[src/rtl/crc8_pkg.sv]
// Shared CRC-8 definitions: default polynomial, frame-checker FSM states
// and the MSB-first byte-step function used by the crc8_step generator.
package crc8_pkg;

    localparam logic [7:0] CRC8_POLY_DEFAULT = 8'h07;

    typedef enum logic [1:0] {
        IDLE    = 2'd0,
        PAYLOAD = 2'd1,
        CRC     = 2'd2,
        DROP    = 2'd3
    } crc8_state_e;

    // One byte of CRC-8: fold the byte in, then eight MSB-first shifts,
    // XORing the polynomial whenever a one falls off the top.
    // No reflection and no final XOR.
    function automatic logic [7:0] crc8_byte_step(input logic [7:0] crc,
                                                  input logic [7:0] data,
                                                  input logic [7:0] poly);
        logic [7:0] c;
        c = crc ^ data;
        for (int unsigned i = 0; i < 8; i++) begin
            c = c[7] ? ({c[6:0], 1'b0} ^ poly) : {c[6:0], 1'b0};
        end
        return c;
    endfunction

endpackage

[src/rtl/crc8_step.sv]
// Combinational single-byte CRC-8 update, parameterised by polynomial.
module crc8_step
    import crc8_pkg::*;
#(
    parameter logic [7:0] POLYNOMIAL = CRC8_POLY_DEFAULT
) (
    input  logic [7:0] crc_i,
    input  logic [7:0] data_i,
    output logic [7:0] crc_o
);

    // Pure byte-step; all sequencing lives in the frame checker.
    always_comb begin
        crc_o = crc8_byte_step(crc_i, data_i, POLYNOMIAL);
    end

endmodule

[config.mk]
export PLATFORM = sky130hd
export DESIGN_NAME = crc8_step
export DESIGN_NICKNAME = d
export VERILOG_FILES = /design/src/rtl/crc8_pkg.sv /design/src/rtl/crc8_step.sv
export SDC_FILE = /design/constraint.sdc
export NUM_CORES = 1
export LEC_CHECK = 0
export CAP_MARGIN = 5
export CORE_AREA = 2 2 39 41
export DETAILED_ROUTE_END_ITERATION = 12
export DIE_AREA = 0 0 41 43
export PLACE_DENSITY = 0.61
export SLEW_MARGIN = 20
export SYNTH_ARGS = -nofsm -noshare
export SYNTH_HDL_FRONTEND = slang
export SYNTH_SLANG_ARGS = --single-unit
[constraint.sdc]
create_clock -name vclk -period 0.82
set_input_delay 0.082 -clock vclk [all_inputs]
set_output_delay 0.082 -clock vclk [all_outputs]
set_load 0.02 [all_outputs]
==> run metrics <==
register area 0 um2; layout cells sized above 1 100%; cells along the critical path buf_8 -> xnor2_4 -> xnor2_2 -> buf_6 -> xor2_2 -> buf_4; Syn. warnings 0; type of element launching the critical path input port; # setup viols final 8; global-route wire length before repair ~1000 um; sequential fraction of the synthesis area 0%; maximum vdd drop 0.687 mV; top cell type by total area after synthesis sky130_fd_sc_hd__xnor2_1; proportion of power drawn by the clock network 0%; worst stage delay on the critical path 0.24 ns; PortBufs 24; final period demand of the worst path 1.07 ns; kind of critical path input port to output port; power density over cell area 1420 nW/um2; kind of end point of the critical path output port; part of the power in combinational logic 100.0%; post-route DRC violation count 0; area fraction of the dominant cell type after synthesis 42.4%; vias in the first global route around 250; internal power summed over all cells 0.582 mW; path type of the worst min-delay path input port to output port; starting DRC count in detailed routing 0; layout clock buffer count 0; hold path start crc_i[2]; Chip Height ~43 um; maximum number of pins on one net before global-route repair 4; highest attainable clock frequency 932 MHz; placed standard-cell area 718 um2; remaining antenna violation count 0; total setup buffers inserted after CTS 0; initial standard-cell utilization of the core 14.9%; DR vias 242; area inside the core boundary between 1000 and 1500 um2; violated checks negative setup slack; number of flip-flops and latches 0; total power about 1.1 mW; filler cell count in the final layout 115; switching component of the power approximately 0.49 mW; outcome finished with violations; Leak 0.323 nW; depth of the worst hold-timing path 5; Crit path required time 0.74 ns; pin slew with the least headroom to its limit 0.250 ns; average wire per standard cell between 9 and 10 um; final HPWL from detailed placement 588 um; proportion of power drawn by flip-flops and latches 0%; global placer's final weighted congestion ~0.54; multi-input gate area in the final layout about 450 um2; switching share of power 45.6%; final slew viol count 0; final worst slack -0.253 ns; ranking of synthesized cells by area sky130_fd_sc_hd__xnor2_1, sky130_fd_sc_hd__xor2_1, sky130_fd_sc_hd__xnor2_2; count of inserted antenna diode cells 0; count of different cell masters after synthesis 3; Final #Nets 69; minimum hold slack 0.696 ns; number of rows in the core area 14; routed wire length 632 um; period utilization 131%; max cap viols 0; cell area after synthesis 206 um2; All-Layer GR Usage 8.23%; quantity of hold-fixing buffers added after cts 0; Area growth, synth to finish 265%; post-synthesis cell count 21; Crit-path slowest cell sky130_fd_sc_hd__xnor2_4; total global routing overflow 0; RSZ-0062 raised after global routing true; DIE AREA 1760 um2; number of iterations in the first detailed-routing pass 1; worst-case headroom to the max-slew limit 83.3%; Data arrival, critical path 0.99 ns; final instance area 754 um2; net count after synthesis 37; final hold violation count 0; Hold EP crc_o[4]; Top Ports 24; per-instance average area after synthesis 9.83 um2; Vias per Instance 3.61; die width 41 um; number of antenna violations at the first check in global routing 0; Crit Path Max Fanout 3
logic make-up (layout without fill, tap and decap cells):
| family | Yosys count | after routing | share of synthesized area (%) |
|---|---|---|---|
| buffers and inverters | 0 | 30 | 0 |
| XOR/XNOR | 21 | 21 | 100 |
cell usage in the layout (no fill, tap or decap):
| cell type | synthesis | final |
|---|---|---|
| sky130_fd_sc_hd__buf_8 | 0 | 4 |
| sky130_fd_sc_hd__buf_2 | 0 | 5 |
| sky130_fd_sc_hd__buf_4 | 0 | 11 |
| sky130_fd_sc_hd__xnor2_2 | 3 | 6 |
| sky130_fd_sc_hd__xor2_4 | 0 | 3 |
| sky130_fd_sc_hd__buf_6 | 0 | 10 |
| sky130_fd_sc_hd__xor2_2 | 0 | 5 |
| sky130_fd_sc_hd__xnor2_4 | 0 | 7 |
cell type report:
type	instances	share of cell area [%]
multi-input cells	21	60.2
repair buffers	30	37.1
well taps	16	2.65
power groups by stage:
stage / Combinational [mW] / Sequential (mW) / Clock (mW)
global placement: 1.02 / 0 / 0
finish: 1.07 / 0 / 0
detailed placement: 1.03 / 0 / 0
floorplan: 0.586 / 0 / 0
global route: 1.13 / 0 / 0
CTS: 1.06 / 0 / 0
routing by layer:
| layer | up-vias | part of all wire [%] | track usage (%) |
|---|---|---|---|
| li1 | 117 | - | - |
| met1 | 113 | 23 | 9.03 |
| met2 | 12 | 69 | 16.9 |
| met3 | 0 | 7.9 | 0 |
| met4 | 0 | 0 | 0 |
| met5 | - | 0 | 0 |
cells in the mapped netlist:
cell type	instances
sky130_fd_sc_hd__xor2_1	8
sky130_fd_sc_hd__xnor2_2	3
sky130_fd_sc_hd__xnor2_1	10
worst max-delay path: cells and delay by family:
family / cells / cell delay, ns
xor+xnor: 3 / 0.50
buf+inv: 3 / 0.40
what timing repair did:
action,in CTS,in global routing
endpoints found under the setup margin,8,8
gates resized for setup,130,7
hold endpoints to repair,0,0
pin swaps,18,8
how the worst max path moves through the flow:
stage	startpoint	endpoint	slack [ns]	cells past startpoint
detailed placement	data_i[5]	crc_o[7]	-1.19	5
CTS	crc_i[6]	crc_o[7]	-0.27	5
global placement	data_i[5]	crc_o[7]	-1.12	5
global route	crc_i[6]	crc_o[1]	-0.29	6
floorplan	data_i[6]	crc_o[2]	-0.11	3
finish	crc_i[6]	crc_o[2]	-0.25	6
per-stage QoR:
stage / cells / setup TNS, ns / setup slack, ns / utilization, %
global placement: 67 / -8.79 / -1.12 / 51.9
CTS: 67 / -1.85 / -0.269 / 53.5
detailed placement: 67 / -9.01 / -1.19 / 51.9
global route: 67 / -2.08 / -0.294 / 54.5
finish: 67 / -1.71 / -0.253 / 54.5
floorplan: 21 / -0.371 / -0.113 / -
Power figures use the tool's default switching activity.
